===== src/rtl/aibcr3_dcc_code_ctrl.sv =====
// DCC delay-code controller: binary-search calibration, then +/-1 tracking with
// lock after repeated direction reversals, plus a registered test override.
module aibcr3_dcc_code_ctrl #(
  parameter int CODE_W     = 8,
  parameter int FILT_W     = 4,
  parameter int SETTLE_CYC = 7,
  parameter int LOCK_CNT   = 4
) (
  input  logic              CLKB,
  input  logic              RSTb,
  input  logic              dcc_en,
  input  logic              t_up,
  input  logic              t_down,
  input  logic              code_ovrd_en,
  input  logic [CODE_W-1:0] code_ovrd,
  output logic [CODE_W-1:0] dcc_code,
  output logic              dcc_lock,
  output logic [2:0]        dcc_state
);

  localparam int WIN_LEN = 1 << FILT_W;
  localparam int CYC_MAX = (SETTLE_CYC > WIN_LEN) ? SETTLE_CYC : WIN_LEN;
  localparam int CYC_W   = (CYC_MAX > 1) ? $clog2(CYC_MAX) : 1;
  localparam int CNT_W   = FILT_W + 1;
  localparam int REV_W   = $clog2(LOCK_CNT + 1);

  localparam logic [CODE_W-1:0] CODE_MID  = {1'b1, {(CODE_W-1){1'b0}}};
  localparam logic [CODE_W-1:0] STEP_INIT = CODE_MID >> 1;
  localparam logic [CODE_W-1:0] CODE_MAX  = '1;
  localparam logic [CODE_W-1:0] CODE_ONE  = {{(CODE_W-1){1'b0}}, 1'b1};
  localparam logic [CYC_W-1:0]  SETTLE_LAST = CYC_W'(SETTLE_CYC - 1);
  localparam logic [CYC_W-1:0]  WIN_LAST    = CYC_W'(WIN_LEN - 1);
  localparam logic [REV_W-1:0]  REV_LOCK    = REV_W'(LOCK_CNT);

  typedef enum logic [2:0] {
    ST_IDLE         = 3'd0,
    ST_SETTLE       = 3'd1,
    ST_ACCUM        = 3'd2,
    ST_DECIDE       = 3'd3,
    ST_TRACK_SETTLE = 3'd4,
    ST_TRACK_ACCUM  = 3'd5,
    ST_TRACK_DECIDE = 3'd6
  } state_t;

  typedef enum logic [1:0] {
    DIR_NONE = 2'd0,
    DIR_UP   = 2'd1,
    DIR_DN   = 2'd2
  } dir_t;

  state_t             r_state,    w_state_nxt;
  logic [CODE_W-1:0]  r_code,     w_code_nxt;
  logic [CODE_W-1:0]  r_step,     w_step_nxt;
  logic [CYC_W-1:0]   r_cyc,      w_cyc_nxt;
  logic [CNT_W-1:0]   r_up_cnt,   w_up_nxt;
  logic [CNT_W-1:0]   r_dn_cnt,   w_dn_nxt;
  logic [REV_W-1:0]   r_rev_cnt,  w_rev_nxt;
  dir_t               r_last_dir, w_dir_nxt;
  logic               r_lock,     w_lock_nxt;
  logic [CODE_W-1:0]  r_dcc_code, w_out_nxt;

  dir_t               w_move;
  logic               w_samp_up;
  logic               w_samp_dn;

  // Conflicting or absent phase-detector votes count toward neither side.
  assign w_samp_up = t_up & ~t_down;
  assign w_samp_dn = ~t_up & t_down;

  // NOTE: every signal driven here gets a default first so no path can infer a latch.
  always_comb begin
    w_state_nxt = r_state;
    w_code_nxt  = r_code;
    w_step_nxt  = r_step;
    w_cyc_nxt   = r_cyc;
    w_up_nxt    = r_up_cnt;
    w_dn_nxt    = r_dn_cnt;
    w_rev_nxt   = r_rev_cnt;
    w_dir_nxt   = r_last_dir;
    w_lock_nxt  = r_lock | (r_rev_cnt == REV_LOCK);
    w_move      = DIR_NONE;

    if (!dcc_en) begin
      w_state_nxt = ST_IDLE;
      w_code_nxt  = CODE_MID;
      w_step_nxt  = STEP_INIT;
      w_cyc_nxt   = '0;
      w_up_nxt    = '0;
      w_dn_nxt    = '0;
      w_rev_nxt   = '0;
      w_dir_nxt   = DIR_NONE;
      w_lock_nxt  = 1'b0;
    end else if (code_ovrd_en) begin
      // Calibration is frozen in place; only the lock indication drops.
      w_lock_nxt = 1'b0;
    end else begin
      case (r_state)
        ST_IDLE: begin
          w_state_nxt = ST_SETTLE;
          w_code_nxt  = CODE_MID;
          w_step_nxt  = STEP_INIT;
          w_cyc_nxt   = '0;
        end
        ST_SETTLE, ST_TRACK_SETTLE: begin
          if (r_cyc == SETTLE_LAST) begin
            w_state_nxt = (r_state == ST_SETTLE) ? ST_ACCUM : ST_TRACK_ACCUM;
            w_cyc_nxt   = '0;
            w_up_nxt    = '0;
            w_dn_nxt    = '0;
          end else begin
            w_cyc_nxt = r_cyc + 1'b1;
          end
        end
        ST_ACCUM, ST_TRACK_ACCUM: begin
          w_up_nxt = r_up_cnt + {{FILT_W{1'b0}}, w_samp_up};
          w_dn_nxt = r_dn_cnt + {{FILT_W{1'b0}}, w_samp_dn};
          if (r_cyc == WIN_LAST) begin
            w_state_nxt = (r_state == ST_ACCUM) ? ST_DECIDE : ST_TRACK_DECIDE;
            w_cyc_nxt   = '0;
          end else begin
            w_cyc_nxt = r_cyc + 1'b1;
          end
        end
        ST_DECIDE: begin
          // Ties resolve upward; the search range never leaves 1..max.
          w_code_nxt  = (r_up_cnt >= r_dn_cnt) ? (r_code + r_step) : (r_code - r_step);
          w_step_nxt  = r_step >> 1;
          w_cyc_nxt   = '0;
          w_state_nxt = (r_step == CODE_ONE) ? ST_TRACK_SETTLE : ST_SETTLE;
        end
        ST_TRACK_DECIDE: begin
          if ((r_up_cnt > r_dn_cnt) && (r_code != CODE_MAX)) begin
            w_move     = DIR_UP;
            w_code_nxt = r_code + 1'b1;
          end else if ((r_up_cnt < r_dn_cnt) && (r_code != '0)) begin
            w_move     = DIR_DN;
            w_code_nxt = r_code - 1'b1;
          end
          // Only real moves update history; holds and saturated no-moves do not.
          if (w_move != DIR_NONE) begin
            w_dir_nxt = w_move;
            if ((r_last_dir != DIR_NONE) && (r_last_dir != w_move) &&
                (r_rev_cnt != REV_LOCK)) begin
              w_rev_nxt = r_rev_cnt + 1'b1;
            end
          end
          w_cyc_nxt   = '0;
          w_state_nxt = ST_TRACK_SETTLE;
        end
        default: w_state_nxt = ST_IDLE;
      endcase
    end

    w_out_nxt = code_ovrd_en ? code_ovrd : w_code_nxt;
  end

  // NOTE: sequential state uses non-blocking assignments so all registers update together.
  always_ff @(posedge CLKB or negedge RSTb) begin
    if (!RSTb) begin
      r_state    <= ST_IDLE;
      r_code     <= CODE_MID;
      r_step     <= STEP_INIT;
      r_cyc      <= '0;
      r_up_cnt   <= '0;
      r_dn_cnt   <= '0;
      r_rev_cnt  <= '0;
      r_last_dir <= DIR_NONE;
      r_lock     <= 1'b0;
      r_dcc_code <= CODE_MID;
    end else begin
      r_state    <= w_state_nxt;
      r_code     <= w_code_nxt;
      r_step     <= w_step_nxt;
      r_cyc      <= w_cyc_nxt;
      r_up_cnt   <= w_up_nxt;
      r_dn_cnt   <= w_dn_nxt;
      r_rev_cnt  <= w_rev_nxt;
      r_last_dir <= w_dir_nxt;
      r_lock     <= w_lock_nxt;
      r_dcc_code <= w_out_nxt;
    end
  end

  assign dcc_code  = r_dcc_code;
  assign dcc_lock  = r_lock;
  assign dcc_state = r_state;

endmodule

===== config.mk =====
export PLATFORM = sky130hd
export DESIGN_NAME = aibcr3_dcc_code_ctrl
export DESIGN_NICKNAME = d
export VERILOG_FILES = /design/src/rtl/aibcr3_dcc_code_ctrl.sv
export SDC_FILE = /design/constraint.sdc
export NUM_CORES = 1
export LEC_CHECK = 0
export ABC_CLOCK_PERIOD_IN_PS = 2880
export CAP_MARGIN = 15
export CORE_MARGIN = 2
export CORE_UTILIZATION = 35
export DETAILED_ROUTE_END_ITERATION = 10
export PLACE_DENSITY = 0.65
export SETUP_SLACK_MARGIN = 0.02
export SLEW_MARGIN = 20
export SYNTH_ARGS = -nofsm -noshare
export SYNTH_HDL_FRONTEND = slang
export SYNTH_SLANG_ARGS = --single-unit

===== constraint.sdc =====
create_clock -name CLKB -period 2.88 [get_ports CLKB]
set_input_delay 0.432 -clock CLKB [delete_from_list [all_inputs] [get_ports CLKB]]
set_output_delay 0.432 -clock CLKB [all_outputs]
set_load 0.02 [all_outputs]

== Yosys cells after proc, flatten, opt, wreduce, memory -nomap -nowiden ==
Cells that the tools add are included.

* Register bits: 47
* Bits of input ports: 14
* Output and inout port bits: 12
* Word-level logic and storage cells: 111

* $add $sub $neg: 8
* $lt $le $gt $ge: 3
* Equal/unequal tests: 22
* Muxes and demuxes: 46
* Bitwise gates (word level): 5
* Reductions and logical operators: 17

{| class="wikitable"
|+ Operators with widths
! cell !! number
|-
| 8-bit two-way mux || 8
|-
| 3-bit two-way mux || 12
|-
| 5-bit two-way mux || 5
|-
| 8-bit case mux with 3 select lines || 1
|-
| 5-bit case mux with 2 select lines || 2
|-
| 2-bit two-way mux || 9
|-
| 4-bit two-way mux || 4
|-
| 8-bit case mux with 2 select lines || 1
|-
| 3-bit case mux with 5 select lines || 1
|-
| 3-bit equality test (second input constant) || 4
|-
| 4-bit case mux with 3 select lines || 1
|-
| 5-bit by 1-bit adder with 5-bit output || 2
|-
| 3-bit != test (second input constant) || 3
|-
| 3-bit AND reduction || 3
|-
| 8-bit by 1-bit adder with 8-bit output (second input constant) || 1
|-
| 8-bit adder || 1
|-
| 8-bit by 1-bit equality test with 1-bit output (second input constant) || 1
|-
| 8-bit != test (second input constant) || 1
|-
| 8-bit nonzero test || 1
|-
| 8-bit by 1-bit subtractor with 8-bit output (second input constant) || 1
|-
| 8-bit subtractor || 1
|-
| 3-bit by 2-bit equality test with 1-bit output (second input constant) || 2
|-
| 2-bit by 1-bit != test with 1-bit output (second input constant) || 3
|-
| 3-bit by 1-bit != test with 1-bit output (second input constant) || 2
|-
| other kinds (22) || 31
|}

== Longest topological paths before layout ==
* Depth after elaboration: 15
* Mapped depth: 15
* Depth with buffers taken out: 15

== Least setup slack after synthesis ==
No wires, ideal clock.

* Kind: register to register
* Start: register r_up_cnt[4]
* End: register r_dcc_code[7] (netlist: dcc_code[7])
* Arrival: 2914 ps
* Required time: 2791 ps
* Path slack: -123 ps
* Stages on the path, launching flop included: 14
* Buffers on the path: 0
* Clock period less this slack: 3003 ps
* Path through: dfrtp_1 > ha_1 > a21oi_1 > and2_2 > o21ai_2 > mux2_2 > ha_1 > a21o_1 > nand4_1 > nand3_1 > and3_1 > o2111a_1 > o32ai_1 > a21oi_1

* Longest elaborated chain between the ends: 8
* Elaborated cells on any way between the ends: 12
* Those cells by class: order compare (3); mux (7); reduce/logical (2)

{| class="wikitable"
|+ RTL lines
! element !! line !! RTL
|-
| start, declared || 55 || <nowiki>logic [CNT_W-1:0] r_up_cnt, w_up_nxt;</nowiki>
|-
| start signal, assigned || 175 || <nowiki>r_up_cnt <= w_up_nxt;</nowiki>
|-
| 5-bit less-than comparator || 135 || <nowiki>end else if ((r_up_cnt < r_dn_cnt) && (r_code != '0)) begin</nowiki>
|-
| 1-bit logical AND || 135 ||
|-
| 8-bit two-way mux || 135 ||
|-
| 8-bit two-way mux || 132 || <nowiki>if ((r_up_cnt > r_dn_cnt) && (r_code != CODE_MAX)) begin</nowiki>
|-
| 8-bit case mux with 3 select lines * || 97 || <nowiki>case (r_state)</nowiki>
|-
| 8-bit two-way mux * || 93 || <nowiki>end else if (code_ovrd_en) begin</nowiki>
|-
| 8-bit two-way mux * || 83 || <nowiki>if (!dcc_en) begin</nowiki>
|-
| 8-bit two-way mux * || 154 || <nowiki>w_out_nxt = code_ovrd_en ? code_ovrd : w_code_nxt;</nowiki>
|-
| via w_out_nxt[7] || 60 || <nowiki>logic [CODE_W-1:0] r_dcc_code, w_out_nxt;</nowiki>
|-
| end signal, assigned || 180 || <nowiki>r_dcc_code <= w_out_nxt;</nowiki>
|-
| end, declared || 60 ||
|}

The timed path passes the listed nets; every way through them passes the cells marked *.
A chain may end at the register's enable or synchronous reset.

== Worst setup path after layout ==
* Start: register r_up_cnt[0]
* End: register r_dcc_code[7] (netlist: dcc_code[7])

Same word-level chain as after synthesis.

==> impl_metrics.ini <==
[setup_path]
startpoint_type = register
critPathMaxStageDelay_ps = 350
critPathRequiredTime_ps = 3100
arrival_ps = 3230
cp-end-kind = register
slowest_stage = dfrtp_1
cp_cell_sequence = inv_1 > ha_1 > or2b_1 > a21oi_2 > o21ai_4 > a31oi_1 > xor2_1 > ha_1 > a21oi_2 > nand3_1 > and3_4 > o2111a_1 > o32ai_4 > a21oi_1
worstPathMaxFanout = 4
worstSetupPathType = reg2reg

[global_routing]
grt-ovfl-total = 0
grt_max_degree = 47
antenna_found_initial = 0
grt_pass1_vias = 3113
track_usage_pct = 17.9
grt_pass1_wl_mm = 14.7

[floorplan]
rows = 35
ioPinCount = 26
die_x_um = 101
die_h_um = 101
start_util_pct = 36.0
dieArea_mm2 = 0.0103
coreArea_mm2 = 0.00920

[finish]
finalNonFillerCells = 551
final_common_cell = nand2_1
postLayoutCellArea_mm2 = 0.00416
nFillCells = 883
syn_to_final_growth_pct = 25.5
drive_above_1_share_pct = 17.7
antennaDiodeCount = 0
nets = 479
final_cell_mix = 45 x nand2_1, 43 x dfrtp_1, 32 x buf_4

[synth]
syn_inst = 389
yosys.cell_types.count = 61
synth_area_mm2 = 0.00331
syn_avg_cell_area_um2 = 8.52
synth_area_leader_cell = dfrtp_1
ys_warn_count = 0
synth_fp_nets = 429
synth_top_cell_area_share_pct = 32.5
synth_edf_count = 0
synth_flop_cell = dfrtp_1
ys_seq_area_share_pct = 34.9
async_reset_ff_share_pct = 100
ys_ff_latch = 46
ys_top_cells_by_area = dfrtp_1 32%, ha_1 9.4%, nand2_1 5.2%

[power]
power.leakage_nw = 1.78
p_seq_share_pct = 40.1
switching_share_pct = 33.3
p_int_mw = 1.23
p_total_mw = 1.84
peakVddDrop_v = 0.000252
powerDensity_mw_per_mm2 = 444
pwr-share-clk_pct = 32.2
power_switching_mw = 0.615
p_comb_share_pct = 27.7

[placement]
place_hpwl_mm = 6.21
dp.cells = 540
placed_cell_area_mm2 = 0.00390
gp_congestion = 0.934
io_buffer_count = 25

[timing]
setup_viol = 6
timing.hold.ws_ps = 103
max_freq_mhz = 332
worst_pin_slew_ps = 640
report.final.slew_viol_count = 0
period_share_pct = 105
min_period_ps = 3020
hold_violations = 0
slew_headroom_pct = 57.1
rsz0062_at_grt = true
setup_tns_ps = -413
fin_ws_ps = -135
fin_skew_ps = 7.90

[job]
maxCapViolCount = 0

[clock_tree]
clock_path_buffers = 2
hold_buffers = 0
cts_made_buffers = 5
htreeDepth = 2
tritoncts = built
clock_latency_ps = 310
cts.sinks = 46
cts_root_buffer = clkbuf_8
clkTransAtPathRegs_ps = 90

[status]
status = complete, but fails checks
violations = setup timing

[drt]
post-route-drc-count = 0
via_count = 3122
wl_per_cell_um = 15.9
first_iter_violations = 133
drt_first_pass_iters = 4
wirelength_mm = 8.74
drtAntennaViolNets = 0
viasPerCell = 5.67

[hold_path]
hold_class = in2async
==> synthesized netlist by cell type, types with 6 or more instances <==
master / n
a22o_1: 9
a31oi_1: 9
nand2_1: 46
o31ai_1: 6
ha_1: 25
nor2_1: 26
o21ai_0: 23
nor2b_1: 7
nand3_1: 19
dfrtp_1: 43
xnor2_1: 6
clkbuf_1: 9
a21oi_1: 27
inv_1: 20
xor2_1: 7
nor3_1: 14
nand4_1: 7
and3_1: 8
==> routing by layer <==
layer | up-vias | global-route usage [%] | wire length, µm
met2 | 89 | 28.7 | 4130
met5 | - | 0 | 0
met3 | 12 | 3.04 | 404
li1 | 1528 | - | -
met1 | 1493 | 23.6 | 4040
met4 | 0 | 8.00 | 170
==> area by class of cell <==
cell class	count	area, µm²	area share [%]
clock buffers	5	68.8	1.65
clock inverters	3	68.8	1.65
inverters	20	75.1	1.81
multi-input cells	309	2160	52.0
flip-flops and latches	46	1150	27.8
well taps	111	139	3.34
repair buffers	57	492	11.8
==> repair_timing <==
action | 4_1_cts | 5_1_grt
pin swaps | 18 | 9
gates resized for setup | 11 | 9
setup buffers | 3 | 1
hold endpoints to repair | 0 | 0
endpoints found under the setup margin | 8 | 11
==> path summary, 6_finish.rpt <==
check	slack, ps	startpoint	cells after the start	to
worst max register to register	-140	r_up_cnt[0]	14	dcc_code[7]
worst min-delay path	100	RSTb	1	r_cyc[0]
worst min register to register	510	dcc_lock	2	dcc_lock
max in group asynchronous	2350	RSTb	1	r_up_cnt[3]
min in group CLKB	510	dcc_lock	2	dcc_lock
worst max-delay path	-140	r_up_cnt[0]	14	dcc_code[7]
==> power groups by stage <==
stage / clock [mW] / sequential (mW) / combinational, mW
finish: 0.594 / 0.739 / 0.511
global route: 0.633 / 0.746 / 0.565
CTS: 0.605 / 0.738 / 0.484
detailed placement: 0 / 0.750 / 0.474
global placement: 0 / 0.749 / 0.469
floorplan: 0 / 0.748 / 0.302
==> worst max-delay path: cells and delay by family (launching register included) <==
family	cells	cell delay [ps]
XOR/XNOR	1	200
buffers and inverters	1	50
AND/OR/NAND/NOR	3	520
AO/OA/AOI/OAI	7	1220
flip-flops	1	350
adder cells (fa/ha/maj)	2	600
==> stage by stage <==
step | util (%) | worst slack [ps]
2_1_floorplan | - | -20.4
3_3_place_gp | 42.4 | -112
3_5_place_dp | 42.4 | -179
4_1_cts | 44.5 | -127
5_1_grt | 45.2 | -312
6_report | 45.2 | -135
==> state kept, by name, summed over array words and instances, names as in the netlist <==
register,count
r_code,8
r_last_dir,2
r_rev_cnt,3
r_up_cnt,5
dcc_state,3
dcc_code,8
r_cyc,4
r_step,7
r_dn_cnt,5
dcc_lock,1
==> kinds of logic after synthesis <==
group | after synthesis | share of synthesized area, %
compound gates | 114 | 23.0
xor+xnor | 13 | 3.44
flops | 46 | 34.9
mux | 8 | 2.57
fa+ha+maj | 27 | 10.3
simple gates | 147 | 21.8
buf+inv | 34 | 4.00
No activity file was read; power rests on OpenSTA's default activity.
